`config.mk`:
```
export PLATFORM = sky130hd
export DESIGN_NAME = iterative_addsub
export DESIGN_NICKNAME = d
export VERILOG_FILES = /design/src/rtl/addsub_pkg.sv /design/src/rtl/chunk_adder.sv /design/src/rtl/iterative_addsub.sv
export SDC_FILE = /design/constraint.sdc
export NUM_CORES = 1
export LEC_CHECK = 0
export ABC_AREA = 1
export CORE_MARGIN = 1.5
export CORE_UTILIZATION = 40
export CTS_CLUSTER_SIZE = 16
export DETAILED_ROUTE_END_ITERATION = 8
export GPL_TIMING_DRIVEN = 0
export PLACE_DENSITY = 0.62
export SLEW_MARGIN = 15
export SYNTH_ARGS = -nofsm -noshare
export SYNTH_HDL_FRONTEND = slang
export SYNTH_SLANG_ARGS = --single-unit
```
`constraint.sdc`:
```
create_clock -name clock -period 2 [get_ports clock]
set_clock_uncertainty 0.1 [all_clocks]
set_input_delay 0.3 -clock clock [delete_from_list [all_inputs] [get_ports clock]]
set_output_delay 0.3 -clock clock [all_outputs]
set_load 0.05 [all_outputs]
```
`src/rtl/addsub_pkg.sv`:
```
// rtl/addsub_pkg.sv - shared constants, state encoding and parameter check for iterative_addsub
package addsub_pkg;

    localparam logic OP_ADD = 1'b0;
    localparam logic OP_SUB = 1'b1;

    typedef enum logic [1:0] {
        IDLE = 2'd0,
        RUN  = 2'd1,
        DONE = 2'd2
    } state_t;

    function automatic bit chunking_ok(input int width, input int chunk);
        return (chunk > 0) && (width >= chunk) && ((width % chunk) == 0);
    endfunction

endpackage

```
`src/rtl/chunk_adder.sv`:
```
// rtl/chunk_adder.sv - combinational carry look-ahead slice, also exposing the carry into its MSB
module chunk_adder #(
    parameter int CHUNK = 8
) (
    input  logic [CHUNK-1:0] a,
    input  logic [CHUNK-1:0] b,
    input  logic             cin,
    output logic [CHUNK-1:0] sum,
    output logic             cout,
    output logic             cmsb
);

    logic [CHUNK-1:0] g;
    logic [CHUNK-1:0] p;
    logic [CHUNK:0]   c;

    assign g = a & b;
    assign p = a ^ b;

    // Each carry is a flat generate/propagate sum-of-products rather than a ripple.
    always_comb begin
        logic pp;
        logic cc;
        c = '0;
        c[0] = cin;
        for (int i = 0; i < CHUNK; i++) begin
            pp = 1'b1;
            cc = 1'b0;
            for (int j = i; j >= 0; j--) begin
                cc = cc | (pp & g[j]);
                pp = pp & p[j];
            end
            c[i+1] = cc | (pp & cin);
        end
    end

    assign sum  = p ^ c[CHUNK-1:0];
    assign cout = c[CHUNK];
    assign cmsb = c[CHUNK-1];

endmodule

```
`src/rtl/iterative_addsub.sv`:
```
// rtl/iterative_addsub.sv - multi-cycle CHUNK-sliced add/subtract; ADDSUB_SATURATE_EN adds saturation
module iterative_addsub
    import addsub_pkg::*;
#(
    parameter int WIDTH = 32,
    parameter int CHUNK = 8
) (
    input  logic             clock,
    input  logic             reset,
    input  logic             start,
    input  logic             op,
    input  logic [WIDTH-1:0] A,
    input  logic [WIDTH-1:0] B,
`ifdef ADDSUB_SATURATE_EN
    input  logic             sat,
`endif
    output logic             busy,
    output logic             done,
    output logic [WIDTH-1:0] result,
    output logic             carryOut,
    output logic             borrowOut,
    output logic             overflow,
    output logic             zero
);

    localparam int N  = WIDTH / CHUNK;
    localparam int CW = (N > 1) ? $clog2(N) : 1;

    if (!chunking_ok(WIDTH, CHUNK)) begin : g_bad_chunk
        $fatal(1, "iterative_addsub: WIDTH must be a positive multiple of CHUNK");
    end

    state_t           state;
    state_t           state_next;
    logic [CW-1:0]    cnt;
    logic             last;
    logic             accept;
    logic [WIDTH-1:0] a_sh;
    logic [WIDTH-1:0] b_sh;
    logic [WIDTH-1:0] res_sh;
    logic [WIDTH-1:0] res_next;
    logic [WIDTH-1:0] final_res;
    logic             carry_q;
    logic             op_q;
    logic [CHUNK-1:0] slice_sum;
    logic             slice_cout;
    logic             slice_cmsb;

    assign last   = (cnt == CW'(N - 1));
    assign accept = start && (state != RUN);

    always_ff @(posedge clock) begin
        if (reset) state <= IDLE;
        else       state <= state_next;
    end

    always_comb begin
        state_next = state;
        busy       = 1'b0;
        done       = 1'b0;
        case (state)
            IDLE: if (start) state_next = RUN;
            RUN: begin
                busy = 1'b1;
                if (last) state_next = DONE;
            end
            DONE: begin
                done       = 1'b1;
                state_next = start ? RUN : IDLE;
            end
            default: state_next = IDLE;
        endcase
    end

    chunk_adder #(.CHUNK(CHUNK)) u_chunk_adder (
        .a    (a_sh[CHUNK-1:0]),
        .b    (b_sh[CHUNK-1:0]),
        .cin  (carry_q),
        .sum  (slice_sum),
        .cout (slice_cout),
        .cmsb (slice_cmsb)
    );

    // Operands shift down one slice per cycle; sums enter the shadow from the top.
    assign res_next = (res_sh >> CHUNK) | (WIDTH'(slice_sum) << (WIDTH - CHUNK));

`ifdef ADDSUB_SATURATE_EN
    logic sat_q;
    always_comb begin
        final_res = res_next;
        if (sat_q && (slice_cmsb ^ slice_cout))
            final_res = res_next[WIDTH-1] ? {1'b0, {(WIDTH-1){1'b1}}}
                                          : {1'b1, {(WIDTH-1){1'b0}}};
    end
`else
    assign final_res = res_next;
`endif

    always_ff @(posedge clock) begin
        if (reset) begin
            a_sh      <= '0;
            b_sh      <= '0;
            res_sh    <= '0;
            cnt       <= '0;
            carry_q   <= 1'b0;
            op_q      <= 1'b0;
            result    <= '0;
            carryOut  <= 1'b0;
            borrowOut <= 1'b0;
            overflow  <= 1'b0;
            zero      <= 1'b0;
`ifdef ADDSUB_SATURATE_EN
            sat_q     <= 1'b0;
`endif
        end else if (accept) begin
            a_sh    <= A;
            b_sh    <= (op == OP_SUB) ? ~B : B;
            op_q    <= op;
            carry_q <= op;
            cnt     <= '0;
`ifdef ADDSUB_SATURATE_EN
            sat_q   <= sat;
`endif
        end else if (state == RUN) begin
            a_sh    <= a_sh >> CHUNK;
            b_sh    <= b_sh >> CHUNK;
            res_sh  <= res_next;
            carry_q <= slice_cout;
            cnt     <= cnt + CW'(1);
            if (last) begin
                result    <= final_res;
                carryOut  <= slice_cout;
                borrowOut <= op_q & ~slice_cout;
                overflow  <= slice_cmsb ^ slice_cout;
                zero      <= (final_res == '0);
            end
        end
    end

endmodule

```
After elaboration in Yosys (flattened, before gate mapping)
Index checks and enable logic that the tools add are counted.
{"block": "totals", "latchBits": 0, "n_memories": 0, "romBits": 0, "mem_bits_rw": 0, "word_cells": 149, "register_bits": 138}
{"block": "op_classes", "bitwise": 109, "n_mux": 13, "eq_ne": 6, "n_reduce_logical": 8, "div": 0, "n_addsub": 1, "mul": 0, "order_cmp": 0, "n_shift": 0}
{"cell": "32-bit two-way mux", "count": 5}
{"cell": "1-bit AND", "count": 65}
{"cell": "1-bit OR", "count": 36}
{"cell": "32-bit logical NOT", "count": 1}
{"cell": "32-bit inverter", "count": 1}
{"cell": "24-bit by 32-bit OR with 32-bit output", "count": 1}
{"cell": "8-bit XOR", "count": 2}
{"cell": "8-bit AND", "count": 1}
{"cell": "2-bit case mux with 3 select lines", "count": 1}
{"cell": "1-bit two-way mux", "count": 5}
{"cell": "2-bit == test, second input constant", "count": 2}
{"cell": "2-bit two-way mux", "count": 2}
{"cell": "2-bit != test, second input constant", "count": 2}
{"cell": "2-bit AND reduction", "count": 2}
{"cell": "3-bit AND reduction", "count": 1}
{"cell": "2-bit by 1-bit adder with 2-bit output, second input constant", "count": 1}
{"cell": "2-bit by 1-bit == test with 1-bit output, second input constant", "count": 1}
{"cell": "2-bit logical NOT", "count": 1}
{"cell": "2-bit by 1-bit != test with 1-bit output, second input constant", "count": 1}
{"cell": "1-bit inverter", "count": 2}
{"cell": "2-bit nonzero test", "count": 1}
{"cell": "2-bit OR reduction", "count": 1}
{"cell": "1-bit logical AND", "count": 1}
{"cell": "1-bit XOR", "count": 1}

Depth between registers and ports, before layout
Gate-level depths: netlist (run 1).
{"block": "logic_depth", "word_depth": 12, "depth_mapped": 12, "depth_no_buf": 12}

Hierarchy
From an unflattened synthesis (run 1), not the netlist that was laid out.
{"block": "unflattened", "cells_unflattened": 794, "area_unflattened_um2": 5838.1}
{"mod": "iterative_addsub", "area_per_inst_um2": 5360.1, "instances": 1, "cells_each": 712, "seq_area_each_um2": 2602.5}
{"mod": "chunk_adder", "area_per_inst_um2": 478.0, "instances": 1, "cells_each": 82, "seq_area_each_um2": 0.0}

Worst setup path before layout (run 1)
Ideal clock, no wire load.
{"block": "synth_path", "kind": "reg2reg", "startpoint": "register a_sh[0]", "endpoint": "register zero", "t_required_ns": 1.830, "setup_time_ns": 0.070, "t_arrival_ns": 1.519, "path_stages_with_launch": 11, "setup_slack_ns": 0.311, "cell_sequence": "dfxtp_1 inv_1 fa_1 nand4_1 nor2_1 nand2_1 nor2_1 nand2_1 nor2_1 nand3_1 a21oi_1"}
{"block": "synth_via", "elab_chain_cells": 7, "elab_cells_between_ends": 37}
{"item": "from (decl)", "line_no": "iterative_addsub.sv:38", "text": "logic [WIDTH-1:0] a_sh;"}
{"item": "from (signal assigned)", "line_no": "iterative_addsub.sv:125", "text": "a_sh <= a_sh >> CHUNK;"}
{"item": "8-bit AND / 8-bit XOR (equally long branches)", "line_no": "chunk_adder.sv:17, chunk_adder.sv:18"}
{"item": "1-bit AND (on tied branches)", "line_no": "chunk_adder.sv:30, chunk_adder.sv:31"}
{"item": "1-bit OR / 1-bit AND (equally long branches)", "line_no": "chunk_adder.sv:30, chunk_adder.sv:33"}
{"item": "1-bit OR", "line_no": "chunk_adder.sv:33", "text": "c[i+1] = cc | (pp & cin);"}
{"item": "8-bit XOR (*)", "line_no": "chunk_adder.sv:37", "text": "assign sum = p ^ c[CHUNK-1:0];"}
{"item": "24-bit by 32-bit OR with 32-bit output (*)", "line_no": "iterative_addsub.sv:85", "text": "assign res_next = (res_sh >> CHUNK) | (WIDTH'(slice_sum) << (WIDTH - CHUNK));"}
{"item": "32-bit logical NOT (*)", "line_no": "iterative_addsub.sv:135", "text": "zero <= (final_res == '0);"}
{"item": "to (signal assigned)", "line_no": "iterative_addsub.sv:135"}
{"item": "to (decl)", "line_no": "iterative_addsub.sv:23", "text": "output logic zero"}
Mark *: on every way between the ends. The rest lies on a longest branch, timed or not.
A chain may end at the register's enable or synchronous reset.

Worst setup path after layout (run 1)
{"block": "layout_path", "startpoint": "register result[21]", "endpoint": "output result[21]"}
{"item": "from (decl)", "line_no": "iterative_addsub.sv:19", "text": "output logic [WIDTH-1:0] result,"}
{"item": "from (signal assigned)", "line_no": "iterative_addsub.sv:131", "text": "result <= final_res;"}
No word-level cell between the ends.

==> results of run 1 <==
[cell type report]
| cell class | instances | area, sq um |
|---|---|---|
| buffer | 49 | 224 |
| clock buffer | 19 | 443 |
| clock inverter | 12 | 179 |
| fill | 1439 | 6590 |
| inverter | 117 | 439 |
| multi-input combinational | 518 | 2840 |
| sequential | 130 | 2610 |
| tap | 184 | 230 |
| timing repair buffer | 107 | 1090 |
[flip-flops by register name (all words and copies together), names as in the netlist, 2 cells and up]
signal	count
res_sh	24
state	2
a_sh	32
b_sh	32
cnt	2
result	32
[where the power goes]
part           internal, W  switching, W  total [W]
logic             0.000433      0.000556   0.000989
clock network      0.00211       0.00120    0.00332
registers          0.00274     0.0000908    0.00283
total              0.00528       0.00185    0.00714
[final timing paths]
check | endpoint | from | slack (ns) | cells past startpoint
hold / removal | a_sh[27] | A[27] | 0.32 | 3
hold reg to reg | borrowOut | op_q | 0.36 | 2
setup reg to reg | zero | carry_q | 0.06 | 10
setup / recovery | result[21] | result[21] | 0.03 | 1
[logic make-up (layout without fill, tap and decap cells)]
logic type               after synthesis  count (layout)  synth area share (%)
flip-flops                           130             130                  43.2
adder cells (fa/ha/maj)               11              11                  2.41
XOR/XNOR                              34              34                  4.94
AND/OR/NAND/NOR                      286             286                  20.0
buffers and inverters                167             304                  11.1
AO/OA/AOI/OAI                        187             187                  18.4
[metrics by stage]
| step | total power [W] | util [%] | hold slack, ns |
|---|---|---|---|
| after detailed placement | 0.00383 | 49.9 | 0.354 |
| after CTS | 0.00713 | 54.0 | 0.316 |
| after global routing | 0.00740 | 55.0 | 0.339 |
| after floorplan | 0.00347 | - | 0.290 |
| after global placement | 0.00382 | 49.9 | 0.341 |
| final | 0.00714 | 55.0 | 0.322 |
[tightest hold or removal path: stages]
cell,delay [ns]
clkdlybuf4s50_1,0.39
nand2_1,0.06
a21oi_1,0.05
[cell usage in the layout, fill, tap and decap left out, types with 7 or more instances in the layout]
| cell type | n |
|---|---|
| clkbuf_16 | 17 |
| clkdlybuf4s50_1 | 81 |
| o21bai_1 | 11 |
| buf_4 | 8 |
| o21ai_0 | 77 |
| inv_1 | 110 |
| o211ai_1 | 38 |
| xnor2_1 | 24 |
| xor2_1 | 10 |
| buf_2 | 20 |
| nand3_1 | 25 |
| nand2_1 | 184 |
| nor2_1 | 40 |
| o221ai_1 | 9 |
| a21oi_1 | 42 |
| dlymetal6s2s_1 | 16 |
| inv_2 | 7 |
| clkbuf_1 | 20 |
| or2_1 | 10 |
| dfxtp_1 | 124 |
[what timing repair did]
action	4_1_cts	5_1_grt
setup buffers	0	3
setup endpoints to repair	7	25
endpoints found under the hold margin	0	0
pin swaps	0	6
resized for setup	12	41
[layer usage]
| metal | GRT usage (%) | vias up |
|---|---|---|
| li1 | - | 2864 |
| met1 | 27.8 | 2509 |
| met2 | 34.6 | 158 |
| met3 | 4.80 | 26 |
| met4 | 8.05 | 0 |
| met5 | 0 | - |
==> metrics.md, run 1 <==
| Metric | Value |
|---|---|
| Fin. Hold Viols | `0` |
| Number of synthesis warnings | `0` |
| Prevailing post-synth register cell | `dfxtp_1` |
| Final Non-Filler Cells | `~1,100` |
| RSZ-0062 raised after global routing | `yes` |
| Core box area | `~15,000 sq um` |
| CP required | `approximately 1.6 ns` |
| CP endpoint kind | `output pin` |
| Worst stage delay on the critical path | `0.80 ns` |
| Status | `finished with violations` |
| Synth Cell Area | `approximately 6000 sq um` |
| Cells after Synth | `815` |
| WL per Instance | `14.4 microns` |
| Initial antenna violation count | `0` |
| Leakage | `3.87 nW` |
| Initial Util | `roughly two fifths` |
| Worst Setup Path Type | `register to output pin` |
| Placed insts | `roughly 1,100` |
| Dpl hpwl | `between 10 and 15 mm` |
| Root Driver | `clkbuf_16` |
| Share of the synthesized area in the top cell type | `43.2%` |
| Vias in the first global route | `5,181` |
| Max-cap violations | `0` |
| Pwr Density | `approximately 890 nW/um^2` |
| GP Congestion | `0.804` |
| WP buf/inv | `1` |
| Kind of cell adding the most delay to the critical path | `buffers and inverters` |
| Worst slew margin | `roughly three fifths` |
| Synth async-reset ratio | `0%` |
| Area Overhead vs Synth | `33.6%` |
| Synth top cells by count | `nand2_1 (186), dfxtp_1 (130), inv_1 (113)` |
| Total CTS buffers | `17` |
| Most frequent cell after synthesis | `nand2_1` |
| Setup violators final | `0` |
| CTS tree | `built` |
| Uppermost layer routed | `met4` |
| Largest net degree at the start of global routing | `17` |
| Fin. max-slew vios | `0` |
| Wl on met1 | `about 7.5 mm` |
| Total iterations of the first detailed-routing run | `7` |
| Die ar. | `between 15,000 and 20,000 sq um` |
| Synth Register Bits | `130` |
| Cell taking the most area after synthesis | `dfxtp_1` |
| Post-route cell area | `between 8000 and 9000 sq um` |
| Clk slew on worst S/H paths | `approximately 0.06 ns` |
| Die width | `about 130 microns` |
| Vias per cell | `between 4 and 5` |
| # clock sinks | `130` |
| Seq/Total Area, Yosys | `between 40% and 50%` |
| Global-route wire length before repair | `around 26 mm` |
| Tot GR Track Use | `between 20% and 30%` |
| Classification of the worst-slack hold path | `input pin to register` |
| IO Count | `between 100 and 150` |
| Area contributors post-synth | `dfxtp_1 (43%), nand2_1 (12%), inv_1 (7.0%)` |
| Mean Syn Cell Area | `between 7 and 8 sq um` |
| Share of cells above drive strength 1 | `9.56%` |
| Die height | `126 microns` |
| Drt drc | `6` |
| Crit path cell chain | `clkdlybuf4s50_1` |
| Met3 wire length | `886 microns` |
| H-tree levels | `4` |
| Fmax | `slightly above 500 MHz` |
| Clock Latency Late Sink | `about 0.43 ns` |
| Tightest Pin Transition | `0.614 ns` |
| Synth Net Count | `~890` |
| Hold buffer count at CTS | `0` |
| Min Tclk post-route | `between 1.5 and 2 ns` |
| Max rail drop VDD | `around 0.66 mV` |
| Layout net count | `roughly 1,000` |
| Post-synth EDFFs | `0` |
| # port buffers | `~100` |
| TNS Setup | `0 ns` |
| WP data arrival | `~1.6 ns` |
| Failing checks | `DRC` |
| WL met2 | `approximately 7.6 mm` |
| Antenna Cells | `0` |
| Post-route ant nets | `0` |
| Netlist cell types | `34` |
| DR vias | `approximately 5,600` |
| Routed WL | `16.4 mm` |
| Maximum clock insertion buffer count | `2` |
| Final WS setup | `about 0.031 ns` |
| Placed cell area | `between 7000 and 8000 sq um` |
| Pre-CTS WS | `-0.192 ns` |
| Crit Path Max Fanout | `2` |
| Slowest CP cell | `clkdlybuf4s50_1` |
| DRT iter0 DRCs | `316` |
| Grt total ovfl | `0` |
| Row count | `44` |
| Period utilization | `approximately 98%` |
| Critical Path Source Type | `register` |
No activity file was read; power rests on OpenSTA's default activity.
==> run 2, diff against run 1 <==
--- a/config.mk
+++ b/config.mk
@@ -11,7 +11,7 @@
 export CTS_CLUSTER_SIZE = 16
 export DETAILED_ROUTE_END_ITERATION = 8
 export GPL_TIMING_DRIVEN = 0
-export PLACE_DENSITY = 0.62
+export PLACE_DENSITY = 0.69
 export SLEW_MARGIN = 15
 export SYNTH_ARGS = -nofsm -noshare
 export SYNTH_HDL_FRONTEND = slang
==> metrics.md, run 2 (synthesized netlist as in run 1, its figures left out) <==
| Metric | Value |
|---|---|
| DRT iter0 DRCs | `349 (+10%)` |
| IO Count | `106 (unchanged)` |
| Initial Util | `41.2% (unchanged)` |
| DR vias | `5,638 (+1.5%)` |
| Die height | `126 microns (unchanged)` |
| Die width | `126 microns (unchanged)` |
| Commonest non-fill, non-tap cell in the layout | `nand2_1` |
| Crit Path Max Fanout | `2 (unchanged)` |
| Clk slew on worst S/H paths | `0.05 ns (about the same)` |
| # clock sinks | `130 (unchanged)` |
| Global-route wire length before repair | `25.4 mm (-3.5%)` |
| Critical Path Source Type | `register` |
| Tightest Pin Transition | `0.622 ns (+0.00798 ns)` |
| Crit path cell chain | `clkdlybuf4s50_1` |
| Slowest CP cell | `clkdlybuf4s50_1` |
| Uppermost layer routed | `met4` |
| Post-layout util | `54.5% (-0.52 points)` |
| Worst hold slack | `0.315 ns (-0.00712 ns)` |
| WL per Instance | `14.0 microns (-2.5%)` |
| Most frequent cells in the layout | `nand2_1 (186), dfxtp_1 (124), inv_1 (110)` |
| Root Driver | `clkbuf_16` |
| Worst Setup Path Type | `register to output pin` |
| Max rail drop VDD | `0.658 mV (-0.57%)` |
| WP buf/inv | `1 (unchanged)` |
| Failing checks | `DRC` |
| Met3 wire length | `959 microns (+8.2%)` |
| CP endpoint kind | `output pin` |
| Dpl hpwl | `11.7 mm (-3.1%)` |
| GP Congestion | `0.830 (+3.3%)` |
| Area Overhead vs Synth | `32.4%` |
| Max-cap violations | `0 (unchanged)` |
| Routed WL | `16.0 mm (-2.5%)` |
| Pwr Density | `839 nW/um^2 (-5.2%)` |
| Layout net count | `1,021 (+0.20%)` |
| Kind of cell adding the most delay to the critical path | `buffers and inverters` |
| Pre-CTS WS | `-0.123 ns (+0.0692 ns)` |
| WP data arrival | `1.58 ns (about the same)` |
| Clock Latency Late Sink | `0.42 ns (about the same)` |
| Maximum clock insertion buffer count | `2 (unchanged)` |
| Largest net degree at the start of global routing | `17 (unchanged)` |
| Setup violators final | `0 (unchanged)` |
| Leakage | `3.74 nW (-3.5%)` |
| Vias per cell | `4.96 (+1.4%)` |
| Biggest regs | `a_sh (32), b_sh (32), result (32)` |
| Classification of the worst-slack hold path | `input pin to register` |
| H-tree levels | `4 (unchanged)` |
| TNS Setup | `0 ns (unchanged)` |
| Fill cells | `1,408 (-2.2%)` |
| Final WS setup | `0.0224 ns (-0.00827 ns)` |
| Fin. max-slew vios | `0 (unchanged)` |
| CTS tree | `built` |
| Hold buffer count at CTS | `0 (unchanged)` |
| Grt total ovfl | `0 (unchanged)` |
| Die ar. | `15,800 sq um (unchanged)` |
| Tot GR Track Use | `20.5% (-0.82 points)` |
| Worst slew margin | `58.6% (-0.53 points)` |
| Post-route ant nets | `0 (unchanged)` |
| Initial antenna violation count | `0 (unchanged)` |
| Vias in the first global route | `5,159 (-0.42%)` |
| RSZ-0062 raised after global routing | `yes` |
| Row count | `44 (unchanged)` |
| Drt drc | `5 (-1)` |
| Antenna Cells | `0 (unchanged)` |
| # port buffers | `104 (unchanged)` |
| Share of cells above drive strength 1 | `8.81% (-0.74 points)` |
| Status | `finished with violations` |
| Total CTS buffers | `17 (unchanged)` |
| WL met2 | `7.29 mm (-4.6%)` |
| Core box area | `14,600 sq um (unchanged)` |
| Period utilization | `98.9% (+0.41 points)` |
| Fin. Hold Viols | `0 (unchanged)` |
| Min Tclk post-route | `1.98 ns (+0.00827 ns)` |
| Total Power | `0.00670 W (-6.1%)` |
| Worst stage delay on the critical path | `0.81 ns (about the same)` |
| Fmax | `506 MHz (-0.42%)` |
| Wl on met1 | `7.33 mm (-2.3%)` |
| CP required | `1.60 ns (about the same)` |
| Total iterations of the first detailed-routing run | `9 (+2)` |
run 2: changes by cell type in the layout (fill, tap and decap cells not counted), sizes merged:
cell | previous run | this run
bufinv | 4 | 0
dlymetal6s2s | 16 | 9
dlygate4sd2 | 6 | 7
clkbuf | 38 | 46
clkinvlp | 3 | 1
buf | 34 | 35
inv | 119 | 117
clkdlybuf4s50 | 81 | 87
run 2: final timing paths:
kind / cells past startpoint / slack, ns / endpoint / from
worst max-delay path: 1 / 0.02 / result[6] / result[6]
worst min-delay path: 5 / 0.31 / b_sh[8] / op
worst max register to register: 10 / 0.12 / zero / carry_q
worst min register to register: 2 / 0.36 / b_sh[24] / b_sh[24]
run 2: routing by layer:
metal	global-route usage (%)	up-vias
met5	0	-
met4	8.52	0
met3	4.33	29
met2	33.7	189
met1	26.2	2545
li1	-	2875
run 2: what timing repair did:
item	in CTS	in global routing
setup buffers	0	4
pin swaps	0	6
endpoints found under the setup margin	8	15
gates resized for setup	13	27
run 2: area by class of cell:
| type | instances | area (sq um) | area share, % |
|---|---|---|---|
| multi-input cells | 518 | 2840 | 35.5 |
| clock inverters | 4 | 22.5 | 0.282 |
| clock buffers | 26 | 529 | 6.63 |
| plain buffers | 50 | 231 | 2.90 |
| well taps | 184 | 230 | 2.88 |
| repair buffers | 108 | 1080 | 13.6 |
| flip-flops and latches | 130 | 2610 | 32.7 |
| inverters | 117 | 439 | 5.50 |
run 2: where the power goes:
part	total (W)	internal [W]	switching, W
clock	0.00288	0.00179	0.00109
combinational	0.000980	0.000431	0.000550
sequential	0.00284	0.00274	0.0000946
run 2: worst register-to-register path: cells and delay by family (launching register included):
family / cells / cell delay [ns]
AO/OA/AOI/OAI: 1 / 0.12
AND/OR/NAND/NOR: 7 / 0.59
buffers and inverters: 1 / 0.05
adder cells (fa/ha/maj): 1 / 0.60
flip-flops: 1 / 0.34
run 2: metrics by stage:
stage	cells	instance area (sq um)
final	1137	7980
after global routing	1137	7980
after CTS	1133	7840
after detailed placement	1103	7300
after global placement	1103	7300
after floorplan	815	6030
